File: src/rtl/ex_mem_stage.sv
// ex_mem_stage: EX->MEM pipeline register with beq resolution, single-pulse pc_src and forwarding info.
module ex_mem_stage #(
   parameter int WIDTH      = 32,
   parameter int RA_W       = 5,
   parameter bit SQUASH_TKN = 1'b1
) (
   input  logic             clk,
   input  logic             rst_n,
   input  logic             stall,
   input  logic             flush,
   input  logic             ex_valid,
   input  logic [WIDTH-1:0] ex_alu_result,
   input  logic             ex_alu_zero,
   input  logic [WIDTH-1:0] ex_rt_data,
   input  logic [RA_W-1:0]  ex_write_reg,
   input  logic [WIDTH-1:0] ex_branch_target,
   input  logic             ex_reg_write,
   input  logic             ex_mem_read,
   input  logic             ex_mem_write,
   input  logic             ex_mem_to_reg,
   input  logic             ex_branch,
   output logic             mem_valid,
   output logic [WIDTH-1:0] mem_alu_result,
   output logic [WIDTH-1:0] mem_write_data,
   output logic [RA_W-1:0]  mem_write_reg,
   output logic             mem_reg_write,
   output logic             mem_mem_read,
   output logic             mem_mem_write,
   output logic             mem_mem_to_reg,
   output logic             pc_src,
   output logic [WIDTH-1:0] mem_branch_target,
   output logic             fwd_en,
   output logic [RA_W-1:0]  fwd_reg,
   output logic [WIDTH-1:0] fwd_data
);
   typedef struct packed {
      logic             valid;
      logic [WIDTH-1:0] alu;
      logic             zero;
      logic [WIDTH-1:0] rt;
      logic [RA_W-1:0]  wr;
      logic [WIDTH-1:0] tgt;
      logic             rw;
      logic             mr;
      logic             mw;
      logic             m2r;
      logic             br;
   } st_t;
   st_t  st_q, st_d, ld;
   logic td_q, td_d, squash;
   assign ld = st_t'({ex_valid, ex_alu_result, ex_alu_zero, ex_rt_data, ex_write_reg, ex_branch_target,
                      ex_reg_write & ex_valid, ex_mem_read & ex_valid, ex_mem_write & ex_valid,
                      ex_mem_to_reg & ex_valid, ex_branch & ex_valid});
   assign pc_src = st_q.valid & st_q.br & st_q.zero & ~td_q;
   assign squash = SQUASH_TKN & pc_src & ~stall;
   // taken_done remembers a pulse already issued while a taken branch sits stalled
   always_comb begin
      st_d = (flush || squash) ? '0 : stall ? st_q : ld;
      td_d = (!flush && stall) ? (td_q | pc_src) : 1'b0;
   end
   always_ff @(posedge clk or negedge rst_n) begin
      if (!rst_n) begin
         st_q <= '0;
         td_q <= 1'b0;
      end else begin
         st_q <= st_d;
         td_q <= td_d;
      end
   end
   assign mem_valid         = st_q.valid;
   assign mem_alu_result    = st_q.alu;
   assign mem_write_data    = st_q.rt;
   assign mem_write_reg     = st_q.wr;
   assign mem_reg_write     = st_q.rw & st_q.valid;
   assign mem_mem_read      = st_q.mr & st_q.valid;
   assign mem_mem_write     = st_q.mw & st_q.valid;
   assign mem_mem_to_reg    = st_q.m2r & st_q.valid;
   assign mem_branch_target = st_q.tgt;
   assign fwd_en            = mem_reg_write & ~mem_mem_read & (st_q.wr != '0);
   assign fwd_reg           = st_q.wr;
   assign fwd_data          = st_q.alu;
endmodule
File: config.mk
export PLATFORM = sky130hd
export DESIGN_NAME = ex_mem_stage
export DESIGN_NICKNAME = d
export VERILOG_FILES = /design/src/rtl/ex_mem_stage.sv
export SDC_FILE = /design/constraint.sdc
export NUM_CORES = 1
export LEC_CHECK = 0
export CAP_MARGIN = 10
export CORE_MARGIN = 2
export CORE_UTILIZATION = 37
export DETAILED_ROUTE_END_ITERATION = 8
export PLACE_DENSITY = 0.86
export SYNTH_ARGS = -nofsm -noshare
export SYNTH_HDL_FRONTEND = slang
export SYNTH_SLANG_ARGS = --single-unit
File: constraint.sdc
create_clock -name clk -period 1.56 [get_ports clk]
set_clock_uncertainty 0.2 [all_clocks]
set_input_delay 0.156 -clock clk [delete_from_list [all_inputs] [get_ports clk]]
set_output_delay 0.156 -clock clk [all_outputs]
set_load 0.05 [all_outputs]
==> results_dict.tcl <==
set metrics [dict create \
    rsz0062_at_grt "yes" \
    max-vdd-ir-drop_mv 0.683 \
    pin_count 257 \
    timing.final.ws_setup_ns -0.227 \
    firstDrtPassIters 4 \
    cap_viol_max_count 0 \
    grt_overflow 0 \
    cts_tree "built" \
    synth_nets 522 \
    setup_violations 108 \
    place_congestion 0.729 \
    syn_area_um2 5130 \
    seq_area_frac_synth 0.531 \
    ant_nets 0 \
    routedWlPerCell_um 21.4 \
    fin_crit_sh 1.15 \
    yosysWarnings 0 \
    clockBufferDepth 2 \
    cts.sinks 109 \
    synth_flop_cell "dfrtp_1" \
    area_growth_pct 75.3 \
    drc 0 \
    die_x_um 122 \
    yosys-top-cells-count "buf_4 (139), dfrtp_1 (109), a32o_1 (107), buf_2 (17), clkbuf_1 (14)" \
    tightest_slew_ns 0.582 \
    fillerInstances 914 \
    clk-insertion-delay-late_ns 0.35 \
    post-synth-top-count-cell "buf_4" \
    dp_cells 696 \
    max_freq_mhz 560 \
    finalMaxSlewViolations 0 \
    grt_pass1_wl_mm 22.1 \
    crit_fanout 7 \
    finalPower_w 0.00764 \
    die_h_um 122 \
    relSlewSlack 0.612 \
    rr_startpoint "td_q" \
    worst-endpoint-required_ns 1.59 \
    die-area_um2 14800 \
    syn_area_per_cell_um2 12.5 \
    synth_top_cell_by_area "dfrtp_1" \
    post-place-ws_ns -0.227 \
    postRouteWirelength_mm 15.6 \
    grt_start_max_net_pins 56 \
    synth_area_leaders "dfrtp_1 (53%), a32o_1 (21%), buf_4 (20%), buf_2 (1.7%), clkbuf_1 (1.0%)" \
    grtUsageTotal 0.193 \
    rows 43 \
    start_util 0.374 \
    crit_start "td_q" \
    dpl.hpwl_mm 11.1 \
    synth.top_cell.area_share 0.531 \
    clk_pin_slew_ns 0.07 \
    syn_inst 410 \
    ys_types 20 \
    port_buffers 256 \
    antenna_found_initial 1 \
    period_minus_slack_ns 1.79 \
    drt-initial-drc-count 340 \
    vias_per_cell 5.26 \
    core_um2 13700 \
    grt_pass1_vias 4034 \
    hold_violations 0 \
    whs_ns 0.0630 \
    stdcell_count 726 \
    cellPowerDensity_nw_per_um2 849 \
    cts.root.buffer_cell "clkbuf_16" \
    async_reset_ff_frac 1.00 \
    end_kind "flop" \
    crit_arrival_ns 1.82 \
    synth_enable_flop_cells 0 \
    vias 3822 \
    cts_made_buffers 9 \
    p_leak_nw 3.80 \
    status "finished, violations left" \
    worstSetupPathType "flop to flop" \
    drive_above_1_share 0.378 \
    synth-seq-cells 109 \
    hold_path.class "primary input to asynchronous set/reset pin" \
    layout.nets 652 \
    setup.worst_path.start_class "flop" \
    violations "setup timing" \
    h-tree-depth 3 \
]
[final cells by class]
cell class                      count  area (um^2)  share of cell area
Clock inverter                      4         23.8             0.00264
Timing Repair Buffer              292         4510               0.501
Sequential cell                   109         2730               0.303
Tap cell                          180          225              0.0250
Multi-Input combinational cell    125         1250               0.139
Inverter                            3         17.5             0.00195
Antenna cell                        1         2.50            0.000278
Clock buffer                       12          246              0.0274
[path summary, 6_finish.rpt]
path	end	slack, ns	cells after the start
worst max-delay path	fwd_data[1]	-0.23	6
worst min-delay path	mem_branch_target[11]	0.06	2
worst max register to register	fwd_data[1]	-0.23	6
worst min register to register	st_q[2]	0.31	1
max in group asynchronous	mem_write_data[13]	0.43	3
min in group clk	mem_branch_target[9]	0.23	2
[through the flow]
stage	utilization	cell area [um^2]	TNS, ns
after floorplan	-	5150	-0.512
after global placement	0.615	8440	-12.90
after detailed placement	0.615	8440	-17.36
after CTS	0.641	8800	-7.69
after global routing	0.656	9000	-19.15
final	0.656	9000	-12.36
[power breakdown]
part	switching [W]	internal, W
clock	0.00100	0.00112
combinational	0.00112	0.00120
sequential	0.000213	0.00298
[metal layers]
metal	track usage	vias to the layer above	share of wire
met5	0	-	0
met4	0.0941	0	0.031
met3	0.0576	30	0.077
met2	0.335	181	0.54
met1	0.214	1945	0.35
li1	-	1666	-
[critical path: stages, from the launching register on]
cell and delay, ns:
dfrtp_1 0.38, nand4b_1 0.23, buf_6 0.16, buf_4 0.15, buf_12 0.15, clkbuf_16 0.16
a32o_1 0.24
[timing repair]
| item | in CTS | in global routing |
|---|---|---|
| buffers inserted | 5 | 2 |
| pin swaps | 38 | 2 |
| hold buffers | 1 | 0 |
| hold endpoints to repair | 109 | 0 |
| cloned | 0 | 8 |
| gates resized for setup | 13 | 10 |
| setup endpoints to repair | 61 | 115 |
[cell families (layout without fill, tap and decap cells)]
logic type	after synthesis	count (layout)	share of synthesized area
other	0	1	0
and+or+nand+nor	15	15	0.0180
DFF	109	109	0.531
AOI/OAI and AO/OA	110	110	0.213
buffers and inverters	176	311	0.237
[placed cells by master (no fill, tap or decap), drive strengths merged]
| cell | synthesis | final |
|---|---|---|
| buf | 159 | 176 |
| clkdlybuf4s50 | 0 | 110 |
| dfrtp | 109 | 109 |
| a32o | 107 | 107 |
| clkbuf | 14 | 17 |
| and2 | 7 | 7 |
| clkinv | 0 | 4 |
| inv | 3 | 2 |
| nor2 | 2 | 2 |
| diode | 0 | 1 |
| nand4b | 1 | 1 |
| clkinvlp | 0 | 1 |
| nand3 | 1 | 1 |
| nor2b | 1 | 1 |
| a21boi | 1 | 1 |
| nand2 | 1 | 1 |
| nor3 | 1 | 1 |
| a211oi | 1 | 1 |
| nor4bb | 1 | 1 |
| a22o | 1 | 1 |
| dlygate4sd3 | 0 | 1 |
(Power assumes the default switching activity.)
